===== config.mk =====
export PLATFORM = sky130hd
export DESIGN_NAME = mem_access_unit
export DESIGN_NICKNAME = d
export VERILOG_FILES = /design/src/rtl/mem_access_pkg.sv /design/src/rtl/mem_lane_align.sv /design/src/rtl/mem_access_unit.sv
export SDC_FILE = /design/constraint.sdc
export NUM_CORES = 1
export LEC_CHECK = 0
export CAP_MARGIN = 20
export CORE_ASPECT_RATIO = 1.1
export CORE_MARGIN = 1.5
export CORE_UTILIZATION = 52
export CTS_BUF_LIST = sky130_fd_sc_hd__clkbuf_4 sky130_fd_sc_hd__clkbuf_8 sky130_fd_sc_hd__clkbuf_16
export DETAILED_ROUTE_END_ITERATION = 10
export GPL_TIMING_DRIVEN = 0
export HOLD_SLACK_MARGIN = 0.1
export PLACE_DENSITY = 0.86
export SLEW_MARGIN = 30
export SYNTH_ARGS = -nofsm -noshare
export SYNTH_HDL_FRONTEND = slang
export SYNTH_SLANG_ARGS = --single-unit
export TNS_END_PERCENT = 20

===== constraint.sdc =====
create_clock -name clk -period 6.2 [get_ports clk]
set_input_delay 1.86 -clock clk [delete_from_list [all_inputs] [get_ports clk]]
set_output_delay 1.86 -clock clk [all_outputs]
set_load 0.01 [all_outputs]

===== src/rtl/mem_access_pkg.sv =====
// Shared encodings for the load/store front-end: access size codes and FSM states.
package mem_access_pkg;

  localparam logic [1:0] SIZE_BYTE = 2'b00;
  localparam logic [1:0] SIZE_HALF = 2'b01;
  localparam logic [1:0] SIZE_WORD = 2'b10;
  localparam logic [1:0] SIZE_ILL  = 2'b11;

  localparam logic [2:0] IDLE  = 3'd0;
  localparam logic [2:0] READ  = 3'd1;
  localparam logic [2:0] WRITE = 3'd2;
  localparam logic [2:0] DONE  = 3'd3;
  localparam logic [2:0] FAULT = 3'd4;

  typedef struct packed {
    logic        write;
    logic [1:0]  size;
    logic        is_unsigned;
    logic [31:0] addr;
    logic [31:0] wdata;
  } req_t;

  function automatic logic is_misaligned(input logic [1:0] size, input logic [1:0] low);
    case (size)
      SIZE_BYTE: return 1'b0;
      SIZE_HALF: return low[0];
      SIZE_WORD: return |low;
      default:   return 1'b1;
    endcase
  endfunction

endpackage


===== src/rtl/mem_lane_align.sv =====
// Lane extraction with sign/zero extension for loads, and lane merge for
// sub-word stores into a previously read word.
module mem_lane_align
  import mem_access_pkg::*;
#(
  parameter bit ENDIAN_BIG = 1'b0
) (
  input  logic [31:0] i_word,
  input  logic [1:0]  i_offset,
  input  logic [1:0]  i_size,
  input  logic        i_unsigned,
  input  logic [31:0] i_store_data,
  output logic [31:0] o_load,
  output logic [31:0] o_merged
);

  logic [1:0]  w_byte_lane;
  logic        w_half_lane;
  logic [7:0]  w_byte;
  logic [15:0] w_half;

  always_comb begin
    // big-endian lane index is 3-offset (byte) / 1-offset (half), i.e. the bitwise inverse
    w_byte_lane = ENDIAN_BIG ? ~i_offset : i_offset;
    w_half_lane = ENDIAN_BIG ? ~i_offset[1] : i_offset[1];
    w_byte      = i_word[{w_byte_lane, 3'b000} +: 8];
    w_half      = i_word[{w_half_lane, 4'b0000} +: 16];
    o_load      = i_word;
    o_merged    = i_store_data;
    case (i_size)
      SIZE_BYTE: begin
        o_load   = {{24{w_byte[7] & ~i_unsigned}}, w_byte};
        o_merged = i_word;
        o_merged[{w_byte_lane, 3'b000} +: 8] = i_store_data[7:0];
      end
      SIZE_HALF: begin
        o_load   = {{16{w_half[15] & ~i_unsigned}}, w_half};
        o_merged = i_word;
        o_merged[{w_half_lane, 4'b0000} +: 16] = i_store_data[15:0];
      end
      default: ;
    endcase
  end

endmodule


===== src/rtl/mem_access_unit.sv =====
// Load/store front-end for the 32-word memory: one request at a time,
// read-modify-write for sub-word stores, extended load results.
//
// state | meaning
// IDLE  | waiting for req; latches the request
// READ  | memoryRead, capture word (and load result)
// WRITE | memoryWrite with full or merged word
// DONE  | one-cycle completion pulse
// FAULT | done+fault pulse, no memory access
module mem_access_unit
  import mem_access_pkg::*;
#(
  parameter bit ENDIAN_BIG   = 1'b0,
  parameter bit FAULT_ENABLE = 1'b1
) (
  input  logic        clk,
  input  logic        rst,
  input  logic        req,
  input  logic        reqWrite,
  input  logic [1:0]  reqSize,
  input  logic        reqUnsigned,
  input  logic [31:0] reqAddress,
  input  logic [31:0] reqWriteData,
  output logic        busy,
  output logic        done,
  output logic        fault,
  output logic [31:0] loadData,
  output logic        memoryRead,
  output logic        memoryWrite,
  output logic [31:0] memoryAddress,
  output logic [31:0] memoryWriteData,
  input  logic [31:0] memoryOutData
);

  logic [2:0]  r_state;
  logic [2:0]  w_next;
  req_t        r_req;
  logic [31:0] r_word;
  logic [31:0] r_load_data;
  logic        w_misaligned;
  logic [1:0]  w_size_eff;
  logic [31:0] w_addr_eff;
  logic [31:0] w_align_word;
  logic [31:0] w_load_value;
  logic [31:0] w_merged;

  // with faulting disabled, illegal size acts as a word and low address bits are dropped
  always_comb begin
    w_misaligned = is_misaligned(reqSize, reqAddress[1:0]);
    w_size_eff   = (reqSize == SIZE_ILL) ? SIZE_WORD : reqSize;
    w_addr_eff   = reqAddress;
    if (w_size_eff == SIZE_HALF) w_addr_eff[0] = 1'b0;
    else if (w_size_eff == SIZE_WORD) w_addr_eff[1:0] = 2'b00;
  end

  always_comb begin
    w_next = r_state;
    case (r_state)
      IDLE: begin
        if (req) begin
          if (w_misaligned && FAULT_ENABLE) w_next = FAULT;
          else if (!reqWrite || (w_size_eff != SIZE_WORD)) w_next = READ;
          else w_next = WRITE;
        end
      end
      READ:    w_next = r_req.write ? WRITE : DONE;
      WRITE:   w_next = DONE;
      DONE:    w_next = IDLE;
      FAULT:   w_next = IDLE;
      default: w_next = IDLE;
    endcase
  end

  always_ff @(posedge clk) begin
    if (rst) begin
      r_state     <= IDLE;
      r_req       <= '0;
      r_word      <= '0;
      r_load_data <= '0;
    end else begin
      r_state <= w_next;
      if (r_state == IDLE && req) begin
        r_req.write       <= reqWrite;
        r_req.size        <= w_size_eff;
        r_req.is_unsigned <= reqUnsigned;
        r_req.addr        <= w_addr_eff;
        r_req.wdata       <= reqWriteData;
      end
      if (r_state == READ) begin
        r_word <= memoryOutData;
        if (!r_req.write) r_load_data <= w_load_value;
      end
    end
  end

  // extraction works on the live read data so loadData updates at the READ edge
  assign w_align_word = (r_state == READ) ? memoryOutData : r_word;

  mem_lane_align #(
    .ENDIAN_BIG(ENDIAN_BIG)
  ) u_lane_align (
    .i_word      (w_align_word),
    .i_offset    (r_req.addr[1:0]),
    .i_size      (r_req.size),
    .i_unsigned  (r_req.is_unsigned),
    .i_store_data(r_req.wdata),
    .o_load      (w_load_value),
    .o_merged    (w_merged)
  );

  assign busy            = (r_state != IDLE);
  assign done            = (r_state == DONE) || (r_state == FAULT);
  assign fault           = (r_state == FAULT);
  assign loadData        = r_load_data;
  assign memoryRead      = (r_state == READ) && !rst;
  assign memoryWrite     = (r_state == WRITE) && !rst;
  assign memoryAddress   = {r_req.addr[31:2], 2'b00};
  assign memoryWriteData = (r_state == WRITE) ? w_merged : 32'h0;

endmodule


**Yosys cells after proc, flatten, opt, wreduce, memory -nomap -nowiden**

Index checks and enable logic that the tools add are counted.

- Flip-flop bits (word level): 135
- Output and inout bits: 101

- Add/sub/neg operators: 2
- Equality and inequality tests: 12
- Shift operators: 6
- Multiplexer cells: 16
- Bitwise operators: 4
- Reduce and logical (&&, ||, !) cells: 13

Operators with widths:

| operator | count |
|---|---|
| case mux 32 bit (2 select lines) | 2 |
| bitwise mux 32 bit | 2 |
| 2-to-1 mux 32 bit | 2 |
| variable shift 16 x 7 -> 32 bit (first input constant) | 1 |
| variable shift 8 x 7 -> 32 bit (first input constant) | 1 |
| variable part select 16 x 7 -> 32 bit | 1 |
| variable part select 32 x 6 -> 16 bit | 1 |
| variable part select 32 x 6 -> 8 bit | 1 |
| variable part select 8 x 7 -> 32 bit | 1 |
| negator 5 -> 7 bit | 2 |
| case mux 3 bit (3 select lines) | 1 |
| == test 2 x 1 -> 1 bit (second input constant) | 3 |
| == test 2 bit (second input constant) | 3 |
| == test 3 x 2 -> 1 bit (second input constant) | 2 |
| 2-to-1 mux 2 bit | 3 |
| 2-to-1 mux 3 bit | 2 |
| logical NOT 2 bit | 2 |
| inequality test 2 bit (second input constant) | 2 |
| == test 3 x 1 -> 1 bit (second input constant) | 1 |
| == test 3 bit (second input constant) | 1 |
| logical AND 1 bit | 3 |
| logical NOT 3 bit | 1 |
| 2-to-1 mux 1 bit | 3 |
| case mux 1 bit (3 select lines) | 1 |
| other kinds (7) | 11 |

**Logic depth before layout (Yosys ltp)**

Gate-level depths: netlist of run 1.

- Word-level depth: 8
- Mapped depth: 10

**By module**

From an unflattened synthesis of run 1, not the netlist that was laid out.

- Cell total of the unflattened synthesis: 920
- Area total of the unflattened synthesis: 7523.5 um^2

By module, submodules not included:

| module | times used | cells each | area each (um^2) | sequential area each (um^2) |
|---|---|---|---|---|
| mem_access_unit | 1 | 636 | 5525.3 | 2702.6 |
| mem_lane_align | 1 | 284 | 1998.2 | 0.0 |

**Worst setup path after synthesis of run 1**

OpenSTA, ideal clock, no wires.

- Kind: input port to output port
- From: input port memoryOutData[31]
- To: output port memoryWriteData[31]
- Arrival: 2998 ps
- Required time: 4340 ps
- Slack: 1342 ps
- Cell stages on the path: 5
- Buffers on the path: 0
- Cells stage by stage: or4bb_1 -> o21a_1 -> nor2_1 -> a221oi_1 -> a211oi_1

- Word-level cells in the longest chain between the ends: 4

Ends and longest elaborated chain:

| what | line | text |
|---|---|---|
| start, declared | mem_access_unit.sv:32 | `input logic [31:0] memoryOutData` |
| 2-to-1 mux 32 bit * | n/a |  |
| bitwise mux 32 bit, on equally long branches | mem_lane_align.sv:39, mem_lane_align.sv:34 |  |
| case mux 32 bit (2 select lines) * | mem_lane_align.sv:30 | `case (i_size)` |
| 2-to-1 mux 32 bit * | mem_access_unit.sv:118 | `assign memoryWriteData = (r_state == WRITE) ? w_merged : 32'h0;` |
| end, declared | mem_access_unit.sv:31 | `output logic [31:0] memoryWriteData,` |

Mark *: on every way between the ends. The rest lies on a longest branch, timed or not.

**Final worst setup path of run 1**

Ends and elaborated chain as after synthesis.

==> flow_metrics.tcl, run 1 <==
set metrics [dict create \
    vias_per_cell 5.85 \
    worst_pin_slew_ps 867 \
    top_level_ports 204 \
    row_count 45 \
    wl_um 26000 \
    grt.overflow.total 0 \
    finClkSkew_ps 6.48 \
    port_buffers 200 \
    vdd_drop_max_v 0.000172 \
    core_sq_um 13700 \
    synth_top_family_by_area "compound AO/OA/AOI/OAI gates" \
    htree_levels 4 \
    cp_common_cell "clkdlybuf4s50_1" \
    synth_warnings 0 \
    initial_utilization_pct 52.9 \
    synth_xor_area_share_pct 0 \
    syn-cell-area_sq_um 7270 \
    routabilityCongestion 1.01 \
    route.detailed.drc 0 \
    cts_buffers 17 \
    drive_above_1_share_pct 9.59 \
    p_sw_mw 0.891 \
    clockBufferDepth 2 \
    synth_compound_area_share_pct 25.2 \
    finalSetupViolations 0 \
    critPathTopFamily "buffers and inverters" \
    via_count 8110 \
    grt_pass1_vias 7520 \
    seq_area_sq_um 2700 \
    outcome "finished, final reports clean" \
    yosys.area_share.simple_pct 21.3 \
    leakagePower_nw 3.67 \
    synth_cell_types 54 \
    power_frac_seq_pct 35.0 \
    post-place-ws_ps 149 \
    timing.fmax_mhz 162 \
    crit_buf_inv 2 \
    nFillCells 1143 \
    crit_required_ps 4340 \
    seq_area_frac_synth_pct 37.2 \
    netlist_instances 966 \
    p_sw_share_pct 31.0 \
    grt_first_pass_wirelength_um 39600 \
    hold_slack_ps 453 \
    cpPeakStageDelay_ps 600 \
    clk_pin_slew_worst_paths_ps 60 \
    dp_hpwl_um 19300 \
    synth_edf_count 0 \
    synthAdderAreaFrac_pct 0.860 \
    maxCapViolCount 0 \
    crit_slowest_cell "clkdlybuf4s50_1" \
    cts.sinks 135 \
    cts_tree "done" \
    drt_iter0_drc 1105 \
    ant_nets 0 \
    criticalPathCategory "in2out" \
    p_int_mw 1.98 \
    p_per_area_nw_per_um2 283 \
    finalCriticalPeriod_ps 6170 \
    synth_mux_area_share_pct 6.35 \
    worst_ep_arrival_time_ps 4310 \
    cp-end-kind "primary output" \
    syn_avg_cell_area_sq_um 7.53 \
    dieHeight_um 127 \
    multi_input_area_sq_um 3920 \
    hold_class "reg2reg" \
    antennaDiodeCount 0 \
    ys_ff_latch 135 \
    maxSlewViolCount 0 \
    wl_per_cell_um 18.7 \
    cp_max_fo 3 \
    grt_usage_pct 35.0 \
    clkLatencyLatePin_ps 430 \
    setup_slack_ps 32.1 \
    drt-pass1-iter-count 9 \
    fp.dieW_um 116 \
    power_frac_comb_pct 28.0 \
    path_cells "clkdlybuf4s50_1 > or4bb_1 > o21a_1 > nor2_1 > a221oi_1 > a211oi_1 > clkdlybuf4s50_1" \
    critPathLaunchType "input pin" \
    post-route-period-util_pct 99.5 \
    post_cts_buffers 0 \
    antenna_found_initial 0 \
    synth_ff_type "dfxtp_1" \
    clkPwrFrac_pct 37.1 \
    hold_violations 0 \
    areaGrowthSynthToFinish_pct 39.4 \
    maxSlewHeadroom_pct 41.7 \
    layout.nets 1294 \
    grt_max_degree 17 \
    dieArea_sq_um 14700 \
    synth-async-reset-ratio_pct 0 \
    root_buffer "clkbuf_16" \
    rsz0062_at_grt "true" \
]
## worst register-to-register path: cells and delay by family, from the launching register on
| kind | cells | cell delay [ps] |
|---|---|---|
| multiplexers | 1 | 490 |
| buffers and inverters | 3 | 620 |
| AO/OA/AOI/OAI | 3 | 660 |
| AND/OR/NAND/NOR | 1 | 210 |
| flip-flops | 1 | 290 |
## Yosys cell counts, types with 6 or more instances
cell,number,area [sq um]
nand2_1,212,796
dfxtp_1,135,2700
nor2_1,113,424
a21oi_1,109,546
o21ai_0,57,285
clkbuf_1,56,210
mux2i_1,40,400
buf_4,34,255
o211ai_1,21,158
a311oi_1,18,158
a211oi_1,17,128
nor3_1,16,80.1
buf_2,13,65.1
a211o_1,11,96.3
o21ai_2,11,96.3
a221oi_1,10,87.6
inv_1,9,33.8
a211oi_2,6,75.1
o2111ai_1,6,52.6
## metrics by stage
| step | utilization (%) | setup TNS (ps) | cell area, sq um | power, mW | cells |
|---|---|---|---|---|---|
| after detailed placement | 69.2 | 0 | 9510 | 1.80 | 1355 |
| after global placement | 69.2 | 0 | 9510 | 1.79 | 1355 |
| final | 73.8 | 0 | 10100 | 2.87 | 1387 |
| after global routing | 73.8 | -4.89 | 10100 | 2.97 | 1387 |
| after floorplan | - | 0 | 7280 | 1.47 | 967 |
| after CTS | 73.7 | 0 | 10100 | 2.85 | 1387 |
## cell usage in the layout (no fill, tap or decap), drive strengths merged, types with 5 or more instances in the layout
cell,netlist,layout
a21oi,109,109
a311oi,18,18
dfxtp,135,135
nor2,113,113
o21ai,71,71
inv,9,10
o211ai,21,21
buf,58,58
a211oi,23,23
clkbuf,57,82
nor3,16,16
clkdlybuf4s50,0,200
a211o,11,11
nand2,212,212
o2111ai,6,6
and2,5,5
mux2i,43,43
a221oi,11,11
ha,5,5
## power by group through the flow
| stage | registers [mW] | logic [mW] | clock network [mW] |
|---|---|---|---|
| after global routing | 1.01 | 0.862 | 1.10 |
| final | 1.00 | 0.804 | 1.06 |
| after detailed placement | 1.02 | 0.782 | 0 |
| after global placement | 1.02 | 0.769 | 0 |
| after CTS | 1.00 | 0.788 | 1.06 |
| after floorplan | 1.02 | 0.453 | 0 |
## registers in the layout (all words and copies together), names as in the netlist
name and cells:
r_word 32, r_req 38, loadData 32, memoryAddress 30, r_state 3
## what timing repair did
action / 4_1_cts / 5_1_grt
hold buffers: 0 / 0
endpoints found under the setup margin: 0 / 7
resized for setup: 0 / 1
## worst paths after layout
path                                        start  slack [ps]                   to  cells after the start
worst max-delay path            memoryOutData[31]          30  memoryWriteData[31]                      7
worst min-delay path             memoryAddress[6]         450     memoryAddress[6]                      2
worst max register to register         r_state[1]        3820         loadData[23]                      8
worst min register to register   memoryAddress[6]         450     memoryAddress[6]                      2
## cells by family (layout without fill, tap and decap cells)
kind of cell / after synthesis / in the layout
and+or+nand+nor: 373 / 373
AOI/OAI and AO/OA: 284 / 284
DFF: 135 / 135
buffers and inverters: 124 / 356
muxes: 44 / 44
adders and majority gates: 5 / 5
other: 1 / 2
## area by class of cell
type                    instances  share of cell area, %
plain buffers                 115                   6.21
clock inverters                 7                   1.16
flip-flops and latches        135                   26.7
well taps                     188                   2.32
multi-input cells             708                   38.6
clock buffers                  25                   4.91
repair buffers                200                   19.8
inverters                       9                  0.333
## layer usage
layer  vias up  track usage, %  part of all wire (%)
met5         -               0                     0
met4         0            14.9                   3.3
met3        90            7.97                    10
met2       539            58.6                    48
met1      3727            43.2                    39
li1       3754               -                     -
No activity file was read; power rests on OpenSTA's default activity.
==> run 2, diff against run 1 <==
--- a/config.mk
+++ b/config.mk
@@ -9,7 +9,7 @@
 export CORE_ASPECT_RATIO = 1.1
 export CORE_MARGIN = 1.5
 export CORE_UTILIZATION = 52
-export CTS_BUF_LIST = sky130_fd_sc_hd__clkbuf_4 sky130_fd_sc_hd__clkbuf_8 sky130_fd_sc_hd__clkbuf_16
+export CTS_BUF_LIST = sky130_fd_sc_hd__clkbuf_16
 export DETAILED_ROUTE_END_ITERATION = 10
 export GPL_TIMING_DRIVEN = 0
 export HOLD_SLACK_MARGIN = 0.1
==> flow_metrics.tcl, run 2 (synthesis gave the netlist of run 1 again) <==
set metrics [dict create \
    top_register "r_req" \
    layout.nets 1294 \
    fp.dieW_um 116 \
    most-common-layout-cells "212 x nand2_1, 200 x clkdlybuf4s50_1, 135 x dfxtp_1" \
    port_buffers 200 \
    p_per_area_nw_per_um2 278 \
    initial_utilization_pct 52.9 \
    criticalPathCategory "in2out" \
    finalCriticalPeriod_ps 6180 \
    grt_usage_pct 34.9 \
    areaGrowthSynthToFinish_pct 38.8 \
    multi_input_area_sq_um 3920 \
    cp_max_fo 3 \
    cts_buffers 17 \
    critPathLaunchType "input pin" \
    final_common_cell "nand2_1" \
    cp_common_cell "clkdlybuf4s50_1" \
    power_mw 2.81 \
    cts.sinks 135 \
    drive_above_1_share_pct 8.92 \
    grt_pass1_vias 7478 \
    crit_required_ps 4340 \
    route.detailed.drc 0 \
    via_count 8040 \
    largest_reg_flops 38 \
    clockBufferDepth 2 \
    grt_first_pass_wirelength_um 39500 \
    htree_levels 4 \
    antennaDiodeCount 0 \
    clkLatencyLatePin_ps 440 \
    outcome "finished, final reports clean" \
    post_cts_buffers 0 \
    drt_iter0_drc 1006 \
    hold_class "reg2reg" \
    antenna_found_initial 0 \
    core_sq_um 13700 \
    vias_per_cell 5.80 \
    top_level_ports 204 \
    seq_area_sq_um 2700 \
    cp-end-kind "primary output" \
    leakagePower_nw 3.66 \
    maxCapViolCount 0 \
    finClkSkew_ps 5.96 \
    vdd_drop_max_v 0.000171 \
    crit_slowest_cell "clkdlybuf4s50_1" \
    worst_ep_arrival_time_ps 4320 \
    dp_hpwl_um 19300 \
    cts_tree "done" \
    fin_cells 1387 \
    row_count 45 \
    hold_violations 0 \
    maxSlewHeadroom_pct 39.1 \
    nFillCells 1148 \
    path_cells "clkdlybuf4s50_1 > or4bb_1 > o21a_1 > nor2_1 > a221oi_1 > a211oi_1 > clkdlybuf4s50_1" \
    grt.overflow.total 0 \
    wl_um 25800 \
    worst_pin_slew_ps 906 \
    dieArea_sq_um 14700 \
    cpPeakStageDelay_ps 610 \
    clk_pin_slew_worst_paths_ps 60 \
    root_buffer "clkbuf_16" \
    grt_max_degree 17 \
    routabilityCongestion 1.01 \
    ant_nets 0 \
    post-route-period-util_pct 99.6 \
    dieHeight_um 127 \
    drt-pass1-iter-count 6 \
    dp_cells 1355 \
    finalSetupViolations 0 \
    wl_per_cell_um 18.6 \
    rsz0062_at_grt "true" \
    hold_slack_ps 449 \
    timing.fmax_mhz 162 \
    maxSlewViolCount 0 \
]
run 2: final cells by class:
class                      count  share of cell area [%]
multi-input combinational    708                    38.8
timing repair buffer         200                    19.8
sequential                   135                    26.8
inverter                       9                   0.335
clock inverter                15                    1.46
clock buffer                  17                    4.22
tap                          188                    2.33
buffer                       115                    6.24
run 2: routing by layer:
metal / up-vias / track usage [%] / part of all wire (%)
li1: 3761 / - / -
met1: 3658 / 43.3 / 39
met2: 520 / 58.0 / 47
met3: 101 / 7.31 / 10
met4: 0 / 16.1 / 3.9
met5: - / 0 / 0
run 2: timing repair:
item,4_1_cts,5_1_grt
gates resized for setup,0,1
endpoints found under the setup margin,0,8
hold buffers,0,0
run 2: path summary, 6_finish.rpt:
kind                                        start                  end  slack [ps]  depth (start not counted)
worst max-delay path            memoryOutData[31]  memoryWriteData[31]          20                          7
worst min-delay path                  loadData[0]          loadData[0]         450                          2
worst max register to register         r_state[0]         loadData[23]        3790                          8
worst min register to register        loadData[0]          loadData[0]         450                          2
run 2: power breakdown:
part           switching, mW  total, mW  leakage (nW)  internal (mW)
Sequential            0.0520       1.00          1.10          0.952
Combinational          0.455      0.803          2.25          0.349
Clock                  0.383       1.00         0.303          0.619
Total                  0.890       2.81          3.66           1.92
run 2: stage by stage:
stage          TNS (ps)  utilization [%]  setup slack, ps  cell area (sq um)
5_1_grt           -22.8             73.5            -22.8              10100
3_5_place_dp          0             69.2              149               9510
4_1_cts               0             73.4              105              10100
6_report              0             73.5             22.9              10100
2_1_floorplan         0                -             1340               7280
3_3_place_gp          0             69.2              108               9510
run 2: worst max-delay path, delay by kind of cell:
kind,cells,cell delay [ps]
AND/OR/NAND/NOR,2,690
AO/OA/AOI/OAI,3,630
buffers and inverters,2,1140
==> run 3, diff against run 2 <==
--- a/config.mk
+++ b/config.mk
@@ -7,12 +7,13 @@
 export LEC_CHECK = 0
 export CAP_MARGIN = 20
 export CORE_ASPECT_RATIO = 1.1
-export CORE_MARGIN = 1.5
+export CORE_MARGIN = 5
 export CORE_UTILIZATION = 52
 export CTS_BUF_LIST = sky130_fd_sc_hd__clkbuf_16
 export DETAILED_ROUTE_END_ITERATION = 10
 export GPL_TIMING_DRIVEN = 0
 export HOLD_SLACK_MARGIN = 0.1
+export MAX_ROUTING_LAYER = met4
 export PLACE_DENSITY = 0.86
 export SLEW_MARGIN = 30
 export SYNTH_ARGS = -nofsm -noshare
==> flow_metrics.tcl, run 3 (synthesis gave the netlist of run 1 again) <==
set metrics [dict create \
    critPathLaunchType "input pin" \
    row_count 45 \
    top_register "r_req" \
    largest_reg_flops 38 \
    htree_levels 4 \
    setup_slack_ps 55.2 \
    criticalPathCategory "in2out" \
    rsz0062_at_grt "false" \
    vdd_drop_max_v 0.000175 \
    core_sq_um 13700 \
    clockBufferDepth 2 \
    dp_hpwl_um 20000 \
    cts_tree "done" \
    fp.dieW_um 123 \
    port_buffers 200 \
    grt.overflow.total 0 \
    antennaDiodeCount 0 \
    via_count 8151 \
    clkLatencyLatePin_ps 430 \
    wl_um 26400 \
    cp_max_fo 3 \
    initial_utilization_pct 52.9 \
    routabilityCongestion 1.01 \
    wl_per_cell_um 19.1 \
    p_per_area_nw_per_um2 277 \
    root_buffer "clkbuf_16" \
    grt_first_pass_wirelength_um 40700 \
    cp-end-kind "primary output" \
    regToRegSetupSlack_ps 3830 \
    post-route-period-util_pct 99.1 \
    nFillCells 1141 \
    finClkSkew_ps 7.07 \
    crit_required_ps 4340 \
    post-place-ws_ps 63.8 \
    vias_per_cell 5.88 \
    maxSlewViolCount 0 \
    maxCapViolCount 0 \
    cts_buffers 17 \
    worst_ep_arrival_time_ps 4280 \
    setup_tns_ps 0 \
    areaGrowthSynthToFinish_pct 38.7 \
    dieArea_sq_um 16500 \
    most-common-layout-cells "212 x nand2_1, 200 x clkdlybuf4s50_1, 135 x dfxtp_1" \
    antenna_found_initial 0 \
    grt_pass1_vias 7768 \
    hold_violations 0 \
    top_level_ports 204 \
    grt_max_degree 17 \
    drt_iter0_drc 906 \
    worst_pin_slew_ps 843 \
    hold_class "reg2reg" \
    dieHeight_um 134 \
    layout.nets 1294 \
    final_common_cell "nand2_1" \
    ant_nets 0 \
    route.detailed.drc 0 \
    cts.sinks 135 \
    maxSlewHeadroom_pct 43.4 \
    outcome "finished, final reports clean" \
    drt-pass1-iter-count 5 \
    finalSetupViolations 0 \
    timing.fmax_mhz 163 \
    finalCriticalPeriod_ps 6140 \
    leakagePower_nw 3.64 \
    drive_above_1_share_pct 9.26 \
    clk_pin_slew_worst_paths_ps 60 \
    grt_usage_pct 32.5 \
]
run 3: routing by layer:
layer / vias up / global-route usage (%) / share of wire (%)
met2: 502 / 51.8 / 47
met1: 3761 / 38.8 / 38
met3: 126 / 7.68 / 10
li1: 3762 / - / -
met5: - / - / 0
met4: 0 / 15.1 / 4.7
run 3: final cells by class:
class | instances | area [sq um] | share of cell area, %
timing repair buffer | 200 | 2000 | 19.9
clock buffer | 17 | 425 | 4.22
multi-input combinational | 708 | 3920 | 38.9
sequential | 135 | 2700 | 26.8
clock inverter | 15 | 135 | 1.34
buffer | 115 | 629 | 6.24
inverter | 9 | 33.8 | 0.335
tap | 188 | 235 | 2.33
run 3: critical path, stage by stage:
cell and delay (ps):
clkdlybuf4s50_1 580, or4bb_1 540, o21a_1 180, nor2_1 170, a221oi_1 80, a211oi_2 280
clkdlybuf4s50_1 580
run 3: power by group:
part           leakage [nW]  switching, mW  internal (mW)
logic                  2.25          0.452          0.349
clock network         0.279          0.400          0.585
registers              1.10         0.0540          0.952
run 3: metrics by stage:
| step | instance area (sq um) | hold WS, ps | total power, mW | instances | util [%] |
|---|---|---|---|---|---|
| floorplan | 7280 | 433 | 1.47 | 967 | - |
| global placement | 9510 | 440 | 1.79 | 1355 | 69.2 |
| detailed placement | 9510 | 442 | 1.80 | 1355 | 69.2 |
| CTS | 10100 | 450 | 2.78 | 1387 | 73.3 |
| global route | 10100 | 467 | 2.90 | 1387 | 73.4 |
| finish | 10100 | 452 | 2.79 | 1387 | 73.4 |
run 3: path summary, 6_finish.rpt:
path / from / end / depth (start not counted)
setup / recovery: memoryOutData[31] / memoryWriteData[31] / 7
hold / removal: loadData[0] / loadData[0] / 2
setup reg to reg: r_state[0] / loadData[27] / 8
hold reg to reg: loadData[0] / loadData[0] / 2
run 3: timing repair:
item,CTS,global route
resized for setup,0,1
buffers inserted,0,0
endpoints found under the setup margin,0,1
hold buffers,0,0
